$ cat config.mk
export PLATFORM = sky130hd
export DESIGN_NAME = alu_arbiter
export DESIGN_NICKNAME = d
export VERILOG_FILES = /design/src/rtl/alu_arbiter.sv
export SDC_FILE = /design/constraint.sdc
export NUM_CORES = 1
export LEC_CHECK = 0
export ABC_CLOCK_PERIOD_IN_PS = 2600
export CAP_MARGIN = 20
export CORE_ASPECT_RATIO = 2
export CORE_MARGIN = 2
export CORE_UTILIZATION = 55
export CTS_CLUSTER_SIZE = 10
export DETAILED_ROUTE_END_ITERATION = 10
export DONT_BUFFER_PORTS = 1
export HOLD_SLACK_MARGIN = 0.05
export PLACE_DENSITY_LB_ADDON = 0.3
export SLEW_MARGIN = 10
export SYNTH_ARGS = -nofsm -noshare
export SYNTH_HDL_FRONTEND = slang
export SYNTH_SLANG_ARGS = --single-unit
$ cat constraint.sdc
create_clock -name clk -period 2.6 [get_ports clk]
set_input_delay 0.52 -clock clk [delete_from_list [all_inputs] [get_ports clk]]
set_output_delay 0.52 -clock clk [all_outputs]
set_load 0.03 [all_outputs]
$ cat src/rtl/alu_arbiter.sv
// Round-robin arbiter that time-shares one external 8-bit combinational ALU
// among NREQ requesters and returns each result on a tagged valid/ready channel.
module alu_arbiter #(
    parameter int unsigned NREQ = 4,
    parameter int unsigned IDW  = $clog2(NREQ)
) (
    input  logic                 clk,
    input  logic                 rst,
    input  logic [NREQ-1:0]      req_valid,
    output logic [NREQ-1:0]      req_ready,
    input  logic [8*NREQ-1:0]    req_a,
    input  logic [8*NREQ-1:0]    req_b,
    input  logic [4*NREQ-1:0]    req_op,
    output logic [7:0]           alu_a,
    output logic [7:0]           alu_b,
    output logic [3:0]           alu_s,
    input  logic [7:0]           alu_f,
    output logic                 rsp_valid,
    input  logic                 rsp_ready,
    output logic [7:0]           rsp_data,
    output logic                 rsp_zero,
    output logic                 rsp_err,
    output logic [IDW-1:0]       rsp_id,
    output logic                 busy
);

    localparam int unsigned DW  = 8;
    localparam int unsigned OPW = 4;

    typedef enum logic [1:0] {
        IDLE = 2'd0,
        EXEC = 2'd1,
        RESP = 2'd2
    } state_t;

    state_t            state;
    state_t            state_next;
    logic [IDW-1:0]    rr_ptr;
    logic [IDW-1:0]    grant;
    logic [IDW-1:0]    idx;
    logic              found;
    logic              accept;

    logic [DW-1:0]     a_arr  [NREQ];
    logic [DW-1:0]     b_arr  [NREQ];
    logic [OPW-1:0]    op_arr [NREQ];

    // Unpack the flat per-requester operand buses
    for (genvar i = 0; i < NREQ; i++) begin : g_unpack
        assign a_arr[i]  = req_a[DW*i +: DW];
        assign b_arr[i]  = req_b[DW*i +: DW];
        assign op_arr[i] = req_op[OPW*i +: OPW];
    end

    function automatic logic [IDW-1:0] wrap_idx(input logic [IDW-1:0] base,
                                                input int unsigned off);
        int unsigned s;
        s = 32'(base) + off;
        return IDW'(s % NREQ);
    endfunction

    // First valid requester at or after rr_ptr, wrapping at NREQ
    always_comb begin
        grant = '0;
        found = 1'b0;
        idx   = '0;
        for (int unsigned i = 0; i < NREQ; i++) begin
            idx = wrap_idx(rr_ptr, i);
            if (!found && req_valid[idx]) begin
                found = 1'b1;
                grant = idx;
            end
        end
    end

    assign accept = (state == IDLE) && found && !rst;

    always_comb begin
        req_ready = '0;
        if (accept) begin
            req_ready[grant] = 1'b1;
        end
    end

    always_ff @(posedge clk or posedge rst) begin
        if (rst) begin
            state <= IDLE;
        end else begin
            state <= state_next;
        end
    end

    always_comb begin
        state_next = state;
        unique case (state)
            IDLE:    if (accept) state_next = EXEC;
            EXEC:    state_next = RESP;
            RESP:    if (rsp_ready) state_next = IDLE;
            default: state_next = IDLE;
        endcase
    end

    // Status flags registered from the next state so they track it exactly
    always_ff @(posedge clk or posedge rst) begin
        if (rst) begin
            busy      <= 1'b0;
            rsp_valid <= 1'b0;
        end else begin
            busy      <= (state_next != IDLE);
            rsp_valid <= (state_next == RESP);
        end
    end

    always_ff @(posedge clk or posedge rst) begin
        if (rst) begin
            rr_ptr   <= '0;
            alu_a    <= '0;
            alu_b    <= '0;
            alu_s    <= '0;
            rsp_id   <= '0;
            rsp_data <= '0;
            rsp_zero <= 1'b0;
            rsp_err  <= 1'b0;
        end else begin
            if (accept) begin
                alu_a  <= a_arr[grant];
                alu_b  <= b_arr[grant];
                alu_s  <= op_arr[grant];
                rsp_id <= grant;
                rr_ptr <= (grant == IDW'(NREQ - 1)) ? '0 : grant + IDW'(1);
            end
            if (state == EXEC) begin
                rsp_data <= alu_f;
                rsp_zero <= (alu_f == '0);
                rsp_err  <= (alu_s[3:2] == 2'b11);
            end
        end
    end

endmodule

### Yosys cells after proc, flatten, opt, wreduce, memory -nomap -nowiden

Index checks and enable logic that the tools add are counted.

| cells by class | value |
|---|---|
| $add $sub $neg | 4 |
| $lt $le $gt $ge | 7 |
| equal/unequal tests | 5 |
| multiplexer cells | 32 |
| bitwise gates (word level) | 1 |
| reductions and logical operators | 13 |

Operators with widths:

| kind | count |
|---|---|
| $bmux W8 S2 | 2 |
| $mux W8 | 4 |
| $lt A2 B3 Y1 const B | 5 |
| $mux W2 | 7 |
| $mux W4 | 3 |
| $mux W1 | 9 |
| $bmux W1 S2 | 4 |
| $bmux W4 S2 | 1 |
| $eq A2 B2 Y1 const B | 4 |
| $logic_not A8 Y1 | 1 |
| $logic_and A1 B1 Y1 | 6 |
| $pmux W2 S3 | 1 |
| $add A2 B1 Y2 const B | 2 |
| $add A2 B2 Y2 const B | 2 |
| $logic_not A1 Y1 | 4 |
| $ge A3 B3 Y1 const B | 1 |
| $not A2 Y3 | 1 |
| $demux W1 S2 | 1 |
| $eq A2 B1 Y1 const B | 1 |
| $ge A2 B1 Y1 const B | 1 |
| $logic_not A2 Y1 | 1 |
| $reduce_bool A2 Y1 | 1 |

| word-level totals | value |
|---|---|
| bits in registers | 38 |
| bits of input ports | 95 |
| output and inout bits | 38 |
| logic and storage cells | 73 |

### Longest topological paths before layout

| depth | value |
|---|---|
| depth in word-level cells | 17 |
| depth in mapped cells | 9 |
| gate-level depth less buffers | 7 |

### Worst setup path after synthesis

OpenSTA, ideal clock, no wires.

| timing path | value |
|---|---|
| path kind | in2out |
| start point | in req_valid[3] |
| end point | out req_ready[3] |
| arrival | 1835 ps |
| data required time | 2080 ps |
| slack | 245 ps |
| cell stages on the path | 8 |
| buffers on the path | 3 |
| cells stage by stage | buf_2 > o22a_2 > nand2_4 > buf_12 > buf_2 > inv_1 > ha_1 > and2_1 |

| between the ends | value |
|---|---|
| cells in the longest elaborated chain, start to end | 17 |
| elaborated cells between the ends (all ways) | 30 |
| those cells by class | order compare (2); mux (19); reduce/logical (9) |

Ends and longest elaborated chain:

| element | line | RTL |
|---|---|---|
| start, declared | 9 | `input logic [NREQ-1:0] req_valid,` |
| $bmux W1 S2 | 69 | `if (!found && req_valid[idx]) begin` |
| $mux W1 (not written as such) | 69 |  |
| $mux W1 | 69 |  |
| $logic_not A1 Y1 | 69 |  |
| $logic_and A1 B1 Y1 | 69 |  |
| $mux W1 | 69 |  |
| $logic_not A1 Y1 | 69 |  |
| $logic_and A1 B1 Y1 | 69 |  |
| [... 2 more ...] | n/a |  |
| $logic_and A1 B1 Y1 | 69 |  |
| $mux W2 * | 69 |  |
| named net grant[0] | 39 | `logic [IDW-1:0] grant;` |
| $lt A2 B3 Y1 (not written as such) / $ge A2 B1 Y1 (equally long branches) | 81 | `req_ready[grant] = 1'b1;` |
| $logic_and A1 B1 Y1 (not written as such) | 81 |  |
| $mux W1 (not written as such) | 81 |  |
| $demux W1 S2 * | 81 |  |
| $mux W4 * | 80 | `if (accept) begin` |
| end, declared | 10 | `output logic [NREQ-1:0] req_ready,` |

The timed path passes the listed nets; every way through them passes the cells marked *. The select of a mux whose other input is x is not followed.

### Worst setup path in the final report

| timing path | value |
|---|---|
| start point | reg state[0] |
| end point | out req_ready[0] |

| between the ends | value |
|---|---|
| cells in the longest elaborated chain, start to end | 4 |

Ends and longest elaborated chain:

| element | line | RTL |
|---|---|---|
| start, declared | 36 | `state_t state;` |
| start signal, assigned | 89 | `state <= state_next;` |
| $logic_not A2 Y1 | 76 | `assign accept = (state == IDLE) && found && !rst;` |
| $logic_and A1 B1 Y1 (2 in a row) | 76 |  |
| $mux W4 | 80 |  |

No other way between the ends.

==> run summary <==
Status = finished, final reports clean
First-pass GRT wire length = 8960 um
Worst r2r dst = alu_s[2]$_DFFE_PP0P_
Vias in the first global route = 1921
Hold_buf cts = 0
Setup crit start kind = flip-flop
GRT Overall Usage = 0.255
Io pins = 133
Htree depth = 2
Crit-path slowest cell = dfrtp_1
Initial DRC count = 29
Vias per cell = 6.56
Final setup violation count = 0
Crit end category = output port
Top-area cell type share of the netlist area = 0.426
GR Util met1 = 0.244
WL final = 5780 um
Cell type with the highest aggregate area in the netlist = dfrtp_1
Synth Flop Type = dfrtp_1
Site row count = 32
Delay of the slowest cell on the worst path = 0.41 ns
Die width = 49.1 um
Antenna-violating nets left = 0
Post-route cell area = 0.00250 mm^2
Busiest grt layer = met2
Max-Slew Margin vs Limit = 0.484
DR vias = 1818
GP Congestion = 0.796
Register area share after synthesis = 0.426
CTS tree = built
Switching pwr = 1.53 mW
Post-synth EDFFs = 0
Die area = 0.00462 mm^2
WL/cell = 20.9 um
PD cells = 1340 mW/mm^2
Worst slew pin tran = 0.775 ns
Comb power frac = 0.344
Final worst setup slack = 0.217 ns
Max FO, Critical Path = 18
GRT met2 Usage = 0.482
Mapped Area = 0.00223 mm^2
Die span in y = 94.1 um
Clock buffer depth = 2
Sw frac = 0.456
CP arrival = 1.86 ns
Hpwl dp = 4450 um
Sequential power share = 0.473
Sink Count = 38
Syn Inst Count = 221
GR Overflow Total = 0
CORE AREA = 0.00388 mm^2
Fin nets = 324
Share of layout cells above drive strength 1 = 0.217
Final Hold Fails = 0
Post-Syn Nets = 320
Maxcap violations = 0
Maximum vdd drop = 0.801 mV
Largest net degree at the start of global routing = 39
Final slew viol count = 0
Clk_skew = 0.00215 ns
Fmax = 420 MHz
Hold crit path type = in2async
FF+latch count, synth = 38
DP Worst Slack = 0.168 ns
Leak pwr = 1.13 nW
Yosys warns = 0
Fin crit share = 0.917
Placed cell areas = 0.00230 mm^2
Post-Syn Area per Cell = 10.1 um^2
Reg clk slew, reported paths = 0.07 ns
Critical path class = reg2out
Final TNS setup = 0 ns
Commonest cells post-synth = 38 x dfrtp_1, 20 x a211oi_1, 18 x nand2_1
Int Power = 1.83 mW
Drt drc = 0
Clock share of power = 0.184
Post-synth cell types = 31
Antenna Cells = 0
RSZ-0062 raised after global routing = false
Clk Latency, worst-skew pair = 0.29 ns
1st-pass router iterations = 4
Worst R2R Setup Slack = 0.50 ns
Hold WS = 0.229 ns
Layout Area Growth over Synthesis = 11.9%
GR met3 Demand/Resource = 0.0717
Largest cells by area after synthesis = dfrtp_1 43%, a211oi_1 6.7%, mux2_2 6.1%
Initial antenna violation count = 0
Root buffer cell = clkbuf_8
R2r startpoint = rr_ptr[1]$_DFFE_PP0P_
R2R depth = 7
Most frequent cell after synthesis = dfrtp_1
Port bufs = 0
Initial core utilization = 0.575
CTS Buf Count = 5
Critical path, cell by cell = nor3_2 -> o41ai_4 -> buf_4 -> inv_2 -> and2_1
WP data required = 2.08 ns
Post-synthesis async set-or-reset flop share = 1.00
Post-route minimum period = 2.38 ns
## worst max-delay path: cells and delay by family, from the launching register on
| kind | cells | cell delay, ns |
|---|---|---|
| DFF | 1 | 0.41 |
| buffers and inverters | 2 | 0.39 |
| and+or+nand+nor | 2 | 0.63 |
| AOI/OAI and AO/OA | 1 | 0.13 |
## area by class of cell
| class | count | area [um^2] |
|---|---|---|
| sequential | 38 | 952 |
| clock inverter | 2 | 60.1 |
| multi-input combinational | 160 | 1170 |
| tap | 51 | 63.8 |
| inverter | 6 | 22.5 |
| clock buffer | 6 | 82.6 |
| fill | 329 | 1390 |
| timing repair buffer | 14 | 146 |
## power groups by stage
stage                     clock network (mW)  registers [mW]  logic [mW]
final                                  0.618            1.59        1.15
after global routing                   0.653            1.62        1.27
after CTS                              0.629            1.59        1.10
after detailed placement                   0            1.60        1.10
after global placement                     0            1.59        1.05
after floorplan                            0            1.52       0.921
## cell families after synthesis
group	share of synthesized area
muxes	0.150
DFF	0.426
buffers and inverters	0.0538
AOI/OAI and AO/OA	0.206
and+or+nand+nor	0.142
adders and majority gates	0.0224
## what timing repair did
item,4_1_cts,5_1_grt
endpoints found under the setup margin,0,3
setup buffers,0,3
resized for setup,0,3
## how the worst max path moves through the flow
| stage | end | start | depth (start not counted) | slack, ns |
|---|---|---|---|---|
| 6_report | req_ready[0] | state[0]$_DFF_PP0_ | 5 | 0.22 |
| 5_1_grt | req_ready[3] | state[0]$_DFF_PP0_ | 6 | 0.08 |
| 4_1_cts | req_ready[3] | rr_ptr[1]$_DFFE_PP0P_ | 7 | 0.08 |
| 3_5_place_dp | alu_b[7]$_DFFE_PP0P_ | req_valid[2] | 7 | 0.17 |
| 3_3_place_gp | alu_b[2]$_DFFE_PP0P_ | rst | 5 | 0.30 |
| 2_1_floorplan | req_ready[3] | req_valid[3] | 8 | 0.24 |
## per-layer routing
layer | wire [um] | vias to the layer above
met3 | 423 | 10
met2 | 3320 | 109
met4 | 99 | 0
met5 | 0 | -
met1 | 1930 | 876
li1 | - | 823
## metrics by stage
stage / util / power [mW] / std cells
after floorplan: - / 2.44 / 221
after global placement: 0.592 / 2.64 / 265
after detailed placement: 0.592 / 2.70 / 265
after CTS: 0.629 / 3.32 / 273
after global routing: 0.643 / 3.55 / 277
final: 0.643 / 3.36 / 277
## state kept, by name, summed over array words and instances, names as in the netlist
register / cells
rr_ptr: 2
alu_a: 8
rsp_id: 2
alu_b: 8
busy: 1
alu_s: 4
state: 2
rsp_err: 1
rsp_valid: 1
rsp_data: 8
rsp_zero: 1
## layout by cell type (no fill, tap or decap), types with 2 or more instances in the layout
cell	n
a21oi_1	12
mux2_2	12
and2_1	4
inv_1	4
buf_4	10
inv_2	2
bufinv_16	2
dfrtp_1	37
nor2_1	12
buf_12	3
clkbuf_8	6
a211oi_1	20
mux2_4	6
ha_1	4
a21o_1	3
o21ai_0	13
nand2_1	18
nor4_1	2
mux2i_1	10
nand3_1	11
and3_1	10
a221o_1	11
nand2b_1	3
Power figures use the tool's default switching activity.
